File: config.mk
export PLATFORM = sky130hd
export DESIGN_NAME = melody_player
export DESIGN_NICKNAME = d
export VERILOG_FILES = /design/src/rtl/melody_player.sv
export SDC_FILE = /design/constraint.sdc
export NUM_CORES = 1
export LEC_CHECK = 0
export CAP_MARGIN = 10
export CORE_MARGIN = 5
export CORE_UTILIZATION = 50
export DETAILED_ROUTE_END_ITERATION = 8
export PLACE_DENSITY = 0.65
export SETUP_SLACK_MARGIN = 0.02
export SLEW_MARGIN = 20
export SYNTH_ARGS = -nofsm -noshare
export SYNTH_HDL_FRONTEND = slang
export SYNTH_SLANG_ARGS = --single-unit
export TNS_END_PERCENT = 10
File: constraint.sdc
create_clock -name clk -period 5.7 [get_ports clk]
set_input_delay 0.57 -clock clk [delete_from_list [all_inputs] [get_ports clk]]
set_output_delay 0.57 -clock clk [all_outputs]
set_load 0.02 [all_outputs]
File: src/rtl/melody_player.sv
// Plays one of four short tunes from a constant ROM as a registered note/enable pair for a buzzer.
// A newer start with an equal or higher tune index pre-empts the current tune; a lower index is ignored.
module melody_player #(
  parameter int UNIT_CYC = 240000,
  parameter int GAP_CYC  = 24000
) (
  input  logic       clk,
  input  logic       rst,
  input  logic       start,
  input  logic [1:0] sel,
  output logic [6:0] note,
  output logic       en,
  output logic       busy,
  output logic       done
);

  localparam int UW = (UNIT_CYC > 1) ? $clog2(UNIT_CYC) : 1;
  localparam int GW = (GAP_CYC > 1) ? $clog2(GAP_CYC) : 1;
  localparam logic [UW-1:0] UNIT_LAST = UW'(UNIT_CYC - 1);
  localparam logic [GW-1:0] GAP_LAST  = GW'(GAP_CYC - 1);
  localparam logic [6:0]    REST_NOTE = 7'd127;

  typedef enum logic [2:0] {IDLE, FETCH, PLAY, GAP, DONE} state_e;

  state_e        state_q, state_d;
  logic [1:0]    curTune_q, curTune_d;
  logic [3:0]    idx_q, idx_d;
  logic [UW-1:0] unitCnt_q, unitCnt_d;
  logic [7:0]    durCnt_q, durCnt_d;
  logic [GW-1:0] gapCnt_q, gapCnt_d;
  logic [6:0]    note_q, note_d;
  logic          en_q, en_d;

  logic [5:0]    romAddr;
  logic [14:0]   romWord;
  logic [6:0]    romNote;
  logic [7:0]    romDur;
  logic          restart;

  // Each entry is {note, dur}; every address not listed reads as the end marker.
  assign romAddr = {curTune_q, idx_q};
  always_comb begin
    romWord = 15'd0;
    case (romAddr)
      6'd0:    romWord = {7'd49,  8'd5};
      6'd16:   romWord = {7'd37,  8'd3};
      6'd32:   romWord = {7'd44,  8'd10};
      6'd33:   romWord = {7'd127, 8'd2};
      6'd34:   romWord = {7'd49,  8'd10};
      6'd48:   romWord = {7'd37,  8'd15};
      6'd49:   romWord = {7'd41,  8'd15};
      6'd50:   romWord = {7'd44,  8'd15};
      6'd51:   romWord = {7'd49,  8'd30};
      default: romWord = 15'd0;
    endcase
  end
  assign romNote = romWord[14:8];
  assign romDur  = romWord[7:0];

  // From IDLE any tune is accepted; while busy only an equal or higher index pre-empts.
  assign restart = start && ((state_q == IDLE) || (sel >= curTune_q));

  always_ff @(posedge clk or posedge rst) begin
    if (rst) begin
      state_q   <= IDLE;
      curTune_q <= 2'd0;
      idx_q     <= 4'd0;
      unitCnt_q <= '0;
      durCnt_q  <= 8'd0;
      gapCnt_q  <= '0;
      note_q    <= 7'd0;
      en_q      <= 1'b0;
    end else begin
      state_q   <= state_d;
      curTune_q <= curTune_d;
      idx_q     <= idx_d;
      unitCnt_q <= unitCnt_d;
      durCnt_q  <= durCnt_d;
      gapCnt_q  <= gapCnt_d;
      note_q    <= note_d;
      en_q      <= en_d;
    end
  end

  always_comb begin
    state_d   = state_q;
    curTune_d = curTune_q;
    idx_d     = idx_q;
    unitCnt_d = unitCnt_q;
    durCnt_d  = durCnt_q;
    gapCnt_d  = gapCnt_q;
    note_d    = note_q;
    en_d      = en_q;
    case (state_q)
      IDLE: ;
      FETCH: begin
        if (romDur == 8'd0) begin
          state_d = DONE;
          en_d    = 1'b0;
        end else begin
          state_d   = PLAY;
          durCnt_d  = romDur;
          unitCnt_d = '0;
          en_d      = (romNote != REST_NOTE);
          if (romNote != REST_NOTE) note_d = romNote;
        end
      end
      PLAY: begin
        // Units count down the duration; the last unit of the last count ends the note.
        if (unitCnt_q == UNIT_LAST) begin
          unitCnt_d = '0;
          durCnt_d  = durCnt_q - 8'd1;
          if (durCnt_q == 8'd1) begin
            state_d  = GAP;
            en_d     = 1'b0;
            gapCnt_d = '0;
          end
        end else begin
          unitCnt_d = unitCnt_q + 1'b1;
        end
      end
      GAP: begin
        if (gapCnt_q == GAP_LAST) begin
          gapCnt_d = '0;
          if (idx_q != 4'd15) begin
            idx_d   = idx_q + 4'd1;
            state_d = FETCH;
          end else begin
            state_d = DONE;
          end
        end else begin
          gapCnt_d = gapCnt_q + 1'b1;
        end
      end
      DONE:    state_d = IDLE;
      default: state_d = IDLE;
    endcase
    // A pre-empting start overrides everything above, including the return from DONE.
    if (restart) begin
      state_d   = FETCH;
      curTune_d = sel;
      idx_d     = 4'd0;
      unitCnt_d = '0;
      durCnt_d  = 8'd0;
      gapCnt_d  = '0;
      note_d    = note_q;
      en_d      = 1'b0;
    end
  end

  assign note = note_q;
  assign en   = en_q;
  assign busy = (state_q != IDLE);
  assign done = (state_q == DONE) && !restart;

endmodule

==> results of run 1 <==
-- cell type report --
| class | instances | area (sq um) | area share (%) |
|---|---|---|---|
| timing repair buffer | 18 | 170 | 4.26 |
| tap | 96 | 120 | 3.01 |
| clock buffer | 11 | 151 | 3.79 |
| inverter | 13 | 48.8 | 1.22 |
| multi-input combinational | 304 | 2000 | 50.0 |
| sequential | 57 | 1430 | 35.7 |
| clock inverter | 5 | 77.6 | 1.94 |
-- power by group through the flow --
stage          sequential (uW)  combinational (uW)  clock (uW)
6_report                   545                 629         439
3_5_place_dp               550                 633           0
3_3_place_gp               549                 627           0
4_1_cts                    543                 637         449
2_1_floorplan              533                 478           0
5_1_grt                    558                 706         469
-- logic make-up (layout without fill, tap and decap cells) --
logic type / Yosys count / count (layout) / synth area share [%]
compound gates: 113 / 113 / 21.9
xor+xnor: 8 / 8 / 1.97
fa+ha+maj: 10 / 10 / 3.52
buf+inv: 32 / 47 / 3.63
flops: 57 / 57 / 40.2
mux: 8 / 8 / 2.40
simple gates: 165 / 165 / 26.5
-- critical path, delay by kind of cell --
| kind | cells | cell delay, ns |
|---|---|---|
| and+or+nand+nor | 3 | 0.92 |
| buffers and inverters | 3 | 1.19 |
| adders and majority gates | 1 | 0.28 |
-- cell usage in the layout, fill, tap and decap left out, types with 3 or more instances in the layout --
| master | n |
|---|---|
| a21oi_1 | 24 |
| clkbuf_8 | 11 |
| mux2i_1 | 4 |
| and2_1 | 5 |
| a211oi_1 | 4 |
| a211o_1 | 5 |
| buf_4 | 4 |
| nor3b_1 | 4 |
| a21o_1 | 5 |
| mux2_1 | 3 |
| nor2_1 | 30 |
| nor3_1 | 14 |
| or4_1 | 3 |
| or3_1 | 7 |
| a22o_1 | 7 |
| nand3_1 | 24 |
| nor4_1 | 3 |
| nand4bb_1 | 4 |
| nand2b_1 | 6 |
| nand4_1 | 5 |
| a31oi_1 | 17 |
| dfrtp_1 | 57 |
| o21ai_1 | 15 |
| nand2_1 | 30 |
| o21ai_0 | 7 |
| and3_1 | 10 |
| clkdlybuf4s50_1 | 14 |
| xnor2_1 | 6 |
| a41oi_1 | 5 |
| ha_1 | 10 |
| o22ai_1 | 4 |
| inv_1 | 12 |
-- metrics by stage --
| step | total power (uW) | instance area [sq um] | setup WS, ns | util (%) | hold WS [ns] |
|---|---|---|---|---|---|
| 2_1_floorplan | 1010 | 3550 | 2.98 | - | 0.442 |
| 4_1_cts | 1630 | 3990 | 2.13 | 58.1 | 0.481 |
| 5_1_grt | 1730 | 3990 | 1.95 | 58.1 | 0.533 |
| 3_5_place_dp | 1180 | 3760 | 2.13 | 54.8 | 0.468 |
| 3_3_place_gp | 1180 | 3760 | 2.20 | 54.8 | 0.455 |
| 6_report | 1610 | 3990 | 2.16 | 58.1 | 0.479 |
-- flip-flops by register name, indices dropped and copies added, names as in the netlist --
name / cells
durCnt_q: 8
unitCnt_q: 18
gapCnt_q: 15
en: 1
state_q: 3
idx_q: 4
curTune_q: 2
note: 6
-- metal layers --
layer  GRT usage (%)  up-vias  share of wire, %
met5               0        -                 0
met4            6.86        0               1.2
met3            3.69        6               2.9
met2            28.7       43                44
met1            28.3     1446                51
li1                -     1504                 -
-- path summary, 6_finish.rpt --
kind,cells past startpoint,start,to,slack [ns]
max in group asynchronous,3,rst,durCnt_q[3],4.44
min in group asynchronous,3,rst,gapCnt_q[13],0.77
max,7,sel[0],done,2.16
min,1,en,en,0.48
min reg2reg,1,en,en,0.48
max reg2reg,8,curTune_q[1],unitCnt_q[5],2.81
==> results.tsv, run 1 <==
metric	value	unit
internal power	984	uW
fmax	282	MHz
die height	94.3	um
Worst EP arrival	2.97	ns
Seq pwr share	33.8	%
Via-to-Cell Ratio	5.95	
Sw Share	39.0	%
Final Skew	0.00903	ns
setup TNS	0	ns
gr usage total	19.5	%
DR vias	2999	
CP Capture Type	output pin	
Hold Crit Class	flop to flop	
Max IR drop VDD	0.239	mV
IO Port Bufs	14	
Synth Net Count	408	
max incr delay on CP	0.65	ns
Max-Cap Viols	0	
WL per Instance	15.6	um
Switching Power	629	uW
Crit Path Class	input port to output pin	
drt pass-1 iters	4	
clk sinks	57	
DRC	0	
die area	8890	sq um
CTS Root Cell	clkbuf_8	
vias in the first global route	2802	
Final Cycle Share	62.1	%
postcts setup bufs	0	
Max clock buf depth	2	
Lkg Pwr	0.00170	uW
initial antenna violation count	0	
Post-Syn Area	3550	sq um
Top cell by count, worst path	clkdlybuf4s50_1	
Worst slew margin	26.1	%
first-pass GRT wire length	13.8	mm
worst skew pair latency	0.34	ns
Final Hold Fails	0	
register area share after synthesis	40.2	%
ys async rst share	100	%
fillers	632	
combinational cell fraction of total power	39.0	%
Worst path slowest cell	clkdlybuf4s50_1	
CTS tree	built	
Cell variety after synth	65	
CP max FO	9	
pwr dens	404	nW/um^2
HPWL after DPL	5.43	mm
placed insts	488	
area leader, netlist	dfrtp_1	
clock share of power	27.2	%
CTS clk-pin slew, worst paths	0.07	ns
final setup violation count	0	
status	completed	
RSZ-0062 raised after global routing	false	
row cnt	30	
CTS Buf Count	9	
Finished Layout Cells	504	
initial core utilization	51.7	%
Avg Cell Area, Syn	9.04	sq um
CP startpoint kind	input port	
Die X	94.3	um
largest net degree at the start of global routing	58	
CTS H-tree depth	3	
critical path required time	5.13	ns
Post-synth EDFFs	0	
YS warnings	0	
Mapped Cells	393	
Worst-Margin Slew	1.11	ns
hold_buf cts	0	
cells along the critical path	clkdlybuf4s50_1 -> inv_1 -> ha_1 -> nor3b_1 -> nor2_1 -> nor4b_1 -> clkdlybuf4s50_1	
synthesized flop and latch total	57	
NumNets Final	418	
Most used DFF post-synth	dfrtp_1	
Ports	15	
Antenna diodes	0	
Slew Limit Fails	0	
top cells by area, synth	dfrtp_1 (40%), ha_1 (3.5%), a21oi_1 (3.4%)	
Core ar.	6870	sq um
top cells by count, synth	dfrtp_1 (57), nand2_1 (30), nor2_1 (30)	
total gr overflow	0	
Layout area overhead	12.4	%
antenna viol nets, final	0	
Final GP Congestion	0.825	
final WL	7.88	mm
layout cells sized above 1	8.58	%
count leader, synth	dfrtp_1	
fin crit period	3.54	ns
top cell type's share of synthesized area	40.2	%
post_cts resized	0	
Detailed Route Iter0 Violations	205	
(Power assumes the default switching activity.)
==> run 2: changes to the inputs <==
clock period = 3.45 ns   (was 5.7 ns; I/O delays follow)
==> results.tsv, run 2 (synthesis results as in run 1) <==
metric	value	unit	change
status	completed		
Antenna diodes	0		unchanged
die height	94.3	um	unchanged
Max IR drop VDD	0.359	mV	+50%
most frequent cells in the layout	dfrtp_1 (57), nor2_1 (30), nand2_1 (30), nand3_1 (24), a21oi_1 (24)		
RSZ-0062 raised after global routing	false		
setup TNS	0	ns	unchanged
Sw Share	40.7	%	+1.7 points
antenna viol nets, final	0		unchanged
DR vias	3033		+1.1%
final setup violation count	0		unchanged
Final Skew	0.00664	ns	-0.00239 ns
Top reg by flops	unitCnt_q		
pre-CTS setup slack	0.546	ns	-1.59 ns
Slew Limit Fails	0		unchanged
total gr overflow	0		unchanged
internal power	1530	uW	+55%
combinational cell fraction of total power	42.1	%	+3.1 points
Hold Crit Class	input port to async pin		
Final GP Congestion	0.834		+1.1%
Worst-Margin Slew	0.942	ns	-0.167 ns
CTS Root Cell	clkbuf_8		
Max-Cap Viols	0		unchanged
final WL	7.98	mm	+1.3%
NumNets Final	423		+1.2%
critical path required time	3.11	ns	-2.02 ns
postcts setup bufs	0		unchanged
Worst slew margin	36.8	%	+11 points
pwr dens	644	nW/um^2	+59%
PnR worst setup slack	0.514	ns	-1.65 ns
initial core utilization	51.7	%	unchanged
Lkg Pwr	0.00171	uW	+0.59%
max FFs per register	18		unchanged
Die X	94.3	um	unchanged
cells along the critical path	inv_1 -> ha_1 -> nor3b_1 -> nor2_1 -> nor4b_1 -> clkdlybuf4s50_1		
DRC	0		unchanged
CP max FO	8		-1
CTS tree	built		
Ports	15		unchanged
Seq pwr share	34.9	%	+1.1 points
HPWL after DPL	5.63	mm	+3.8%
clk sinks	57		unchanged
hold_buf cts	0		unchanged
Switching Power	1050	uW	+66%
most common cell after layout, fill and taps aside	dfrtp_1		
Via-to-Cell Ratio	5.96		+0.14%
Reg2Reg Setup Slack	0.84	ns	-1.97 ns
R2R depth	8		unchanged
worst hold slack	0.307	ns	-0.172 ns
gr usage total	19.7	%	+0.29 points
CP startpoint kind	flop		
Worst EP arrival	2.59	ns	-0.38 ns
RR Startpoint	curTune_q[1]		
fin crit period	2.94	ns	
Final Cycle Share	85.1	%	
fmax	341	MHz	
Final Hold Fails	0		unchanged
CTS H-tree depth	3		unchanged
initial antenna violation count	0		unchanged
max incr delay on CP	0.66	ns	about the same
first-pass GRT wire length	13.9	mm	+0.75%
die area	8890	sq um	unchanged
Worst path slowest cell	clkdlybuf4s50_1		
vias in the first global route	2825		+0.82%
WL per Instance	15.7	um	+0.35%
Detailed Route Iter0 Violations	184		-10%
largest net degree at the start of global routing	42		-28%
utilization after layout	58.1	%	unchanged
drt pass-1 iters	5		+1
clock share of power	22.9	%	-4.3 points
CP Capture Type	output pin		
Core ar.	6870	sq um	unchanged
Regs by FF count	unitCnt_q x18, gapCnt_q x15, durCnt_q x8		
post_cts resized	0		unchanged
R2R Path End	unitCnt_q[10]		
row cnt	30		unchanged
CTS clk-pin slew, worst paths	0.07	ns	about the same
IO Port Bufs	14		unchanged
Max clock buf depth	2		unchanged
layout cells sized above 1	9.69	%	+1.1 points
Final Total Pwr	2570	uW	+59%
Crit Path Class	flop to output pin		
worst skew pair latency	0.33	ns	about the same
CTS Buf Count	9		unchanged
Layout area overhead	12.4	%	unchanged
-- run 2: cell count changes in the layout (fill, tap and decap cells not counted), sizes merged --
cell	change
clkbuf	+1
bufinv	-2
clkinv	+1
buf	+5
-- run 2: how the worst max path moves through the flow --
stage | from | end
5_1_grt | curTune_q[1] | done
6_report | curTune_q[1] | done
4_1_cts | curTune_q[1] | done
3_5_place_dp | sel[0] | done
2_1_floorplan | curTune_q[1] | done
3_3_place_gp | sel[0] | done
-- run 2: metrics by stage --
stage	std cells	cell area (sq um)
final	509	3990
after global routing	509	3990
after CTS	509	3990
after detailed placement	493	3800
after global placement	493	3800
after floorplan	393	3550
-- run 2: power by group through the flow --
stage / clock network (uW) / logic, uW / registers (uW)
CTS: 611 / 1090 / 896
global placement: 0 / 1070 / 908
finish: 590 / 1080 / 899
detailed placement: 0 / 1080 / 907
global route: 642 / 1210 / 920
floorplan: 0 / 790 / 880
-- run 2: metal layers --
| metal | wire length (um) | vias up | GRT usage (%) |
|---|---|---|---|
| met1 | 3970 | 1459 | 28.2 |
| met2 | 3600 | 59 | 30.0 |
| li1 | - | 1507 | - |
| met4 | 99 | 0 | 5.78 |
| met5 | 0 | - | 0 |
| met3 | 318 | 8 | 4.25 |
-- run 2: worst max-delay path: cells and delay by family, from the launching register on --
family | cells | cell delay, ns
simple gates | 3 | 0.76
flops | 1 | 0.45
buf+inv | 2 | 0.83
fa+ha+maj | 1 | 0.23
-- run 2: final cells by class --
cell class	count	area, sq um
fill	621	2880
multi-input combinational	304	2000
sequential	57	1430
timing repair buffer	23	208
clock buffer	12	165
tap	96	120
inverter	13	48.8
clock inverter	4	26.3
==> run 3: changes to the inputs <==
CORE_UTILIZATION = 60   (was 50)
PLACE_DENSITY = 0.76   (was 0.65)
SKIP_CTS_REPAIR_TIMING = 1   (was not set)
==> results.tsv, run 3 (synthesis results as in run 1) <==
metric	value	unit	change
status	completed		
vias in the first global route	2961		+4.8%
layout cells sized above 1	9.25	%	-0.44 points
max incr delay on CP	0.69	ns	+0.03 ns
Reg2Reg Setup Slack	0.82	ns	-0.02 ns
Final Hold Fails	0		unchanged
NumNets Final	421		-0.47%
CP Capture Type	output pin		
Regs by FF count	unitCnt_q x18, gapCnt_q x15, durCnt_q x8		
WP buf/inv	3		+1
first-pass GRT wire length	13.9	mm	-0.24%
Lkg Pwr	0.00170	uW	-0.42%
CP max FO	4		-4
delay-heaviest family, CP	buffers and inverters		
Max IR drop VDD	0.465	mV	+30%
Ports	15		unchanged
Max clock buf depth	2		unchanged
R2R Path End	note[0]		
fin crit period	3.13	ns	+0.196 ns
initial antenna violation count	0		unchanged
fillers	476		-23%
CTS Buf Count	9		unchanged
largest net degree at the start of global routing	30		-29%
Layout area overhead	11.3	%	
final WL	8.07	mm	+1.2%
Final Cycle Share	90.8	%	+5.7 points
Core ar.	5850	sq um	-15%
antenna viol nets, final	0		unchanged
most frequent cells in the layout	dfrtp_1 (57), nor2_1 (30), nand2_1 (30), nand3_1 (24), a21oi_1 (24)		
CTS Root Cell	clkbuf_8		
clk sinks	57		unchanged
most common cell after layout, fill and taps aside	dfrtp_1		
critical path required time	3.11	ns	about the same
CP startpoint kind	input port		
die height	86.9	um	-7.8%
CTS clk-pin slew, worst paths	0.07	ns	about the same
Top reg by flops	unitCnt_q		
drt pass-1 iters	4		-1
Final Skew	0.00859	ns	+0.00194 ns
initial core utilization	60.7	%	+9.0 points
Via-to-Cell Ratio	6.36		+6.7%
RR Startpoint	curTune_q[1]		
worst skew pair latency	0.34	ns	about the same
Worst EP arrival	2.79	ns	+0.20 ns
max FFs per register	18		unchanged
Worst-Margin Slew	0.825	ns	-0.117 ns
CTS tree	built		
pwr dens	660	nW/um^2	+2.5%
cells along the critical path	clkdlybuf4s50_1 -> inv_1 -> ha_1 -> nor3b_1 -> nor2_1 -> nor4b_1 -> clkdlybuf4s50_1		
final setup violation count	0		unchanged
Top cell by count, worst path	clkdlybuf4s50_1		
gr usage total	23.1	%	+3.3 points
Slew Limit Fails	0		unchanged
Max-Cap Viols	0		unchanged
row cnt	28		-6.7%
R2R depth	7		-1
Crit Path Class	input port to output pin		
Worst slew margin	44.6	%	+7.8 points
Hold Crit Class	input port to async pin		
IO Port Bufs	14		unchanged
DR vias	3091		+1.9%
DRC	0		unchanged
HPWL after DPL	5.59	mm	-0.76%
total gr overflow	0		unchanged
Final GP Congestion	0.977		+17%
worst hold slack	0.391	ns	+0.0840 ns
WL per Instance	16.6	um	+5.9%
die area	7560	sq um	-15%
fmax	319	MHz	-6.3%
setup TNS	0	ns	unchanged
Detailed Route Iter0 Violations	198		+7.6%
Die X	86.9	um	-7.8%
CTS H-tree depth	3		unchanged
RSZ-0062 raised after global routing	false		
Worst path slowest cell	clkdlybuf4s50_1		
Antenna diodes	0		unchanged
run 3: area by class of cell:
type                    instances  area, sq um  area share, %
multi-input cells             304         2000           50.5
flip-flops and latches         57         1430           36.1
repair buffers                 21          193           4.87
clock buffers                  10          138           3.48
well taps                      75         93.8           2.37
clock inverters                 6         57.6           1.46
inverters                      13         48.8           1.23
run 3: how the worst max path moves through the flow:
stage / startpoint / to / slack (ns) / depth (start not counted)
6_report: sel[0] / done / 0.32 / 7
5_1_grt: curTune_q[1] / done / 0.12 / 6
4_1_cts: curTune_q[1] / done / 0.35 / 6
3_5_place_dp: sel[0] / done / 0.39 / 7
3_3_place_gp: sel[0] / done / 0.46 / 7
2_1_floorplan: curTune_q[1] / done / 1.10 / 5
run 3: routing by layer:
metal	global-route usage, %	vias to the layer above	wire length [um]
met5	0	-	0
met4	7.93	0	81
met3	5.77	8	346
met2	36.2	70	3920
met1	31.2	1503	3720
li1	-	1510	-
run 3: power by group:
| group | switching [uW] | internal, uW |
|---|---|---|
| combinational | 649 | 434 |
| clock | 284 | 348 |
| sequential | 129 | 767 |
run 3: worst register-to-register path, stage by stage, from the launching register on:
cell     delay [ns]
dfrtp_1        0.45
inv_1          0.17
ha_1           0.24
nor3b_1        0.37
o22ai_1        0.37
buf_4          0.27
nor3_4         0.29
mux2_1         0.35
run 3: per-stage QoR:
step                      utilization, %  power, uW  setup WS [ns]  area, sq um  std cells
after global placement              64.2       1960          0.456         3760        470
after floorplan                        -       1670           1.10         3550        393
after global routing                67.6       2790          0.122         3950        486
after CTS                           67.6       2610          0.348         3950        486
after detailed placement            64.2       1980          0.390         3760        470
final                               67.6       2610          0.318         3950        486
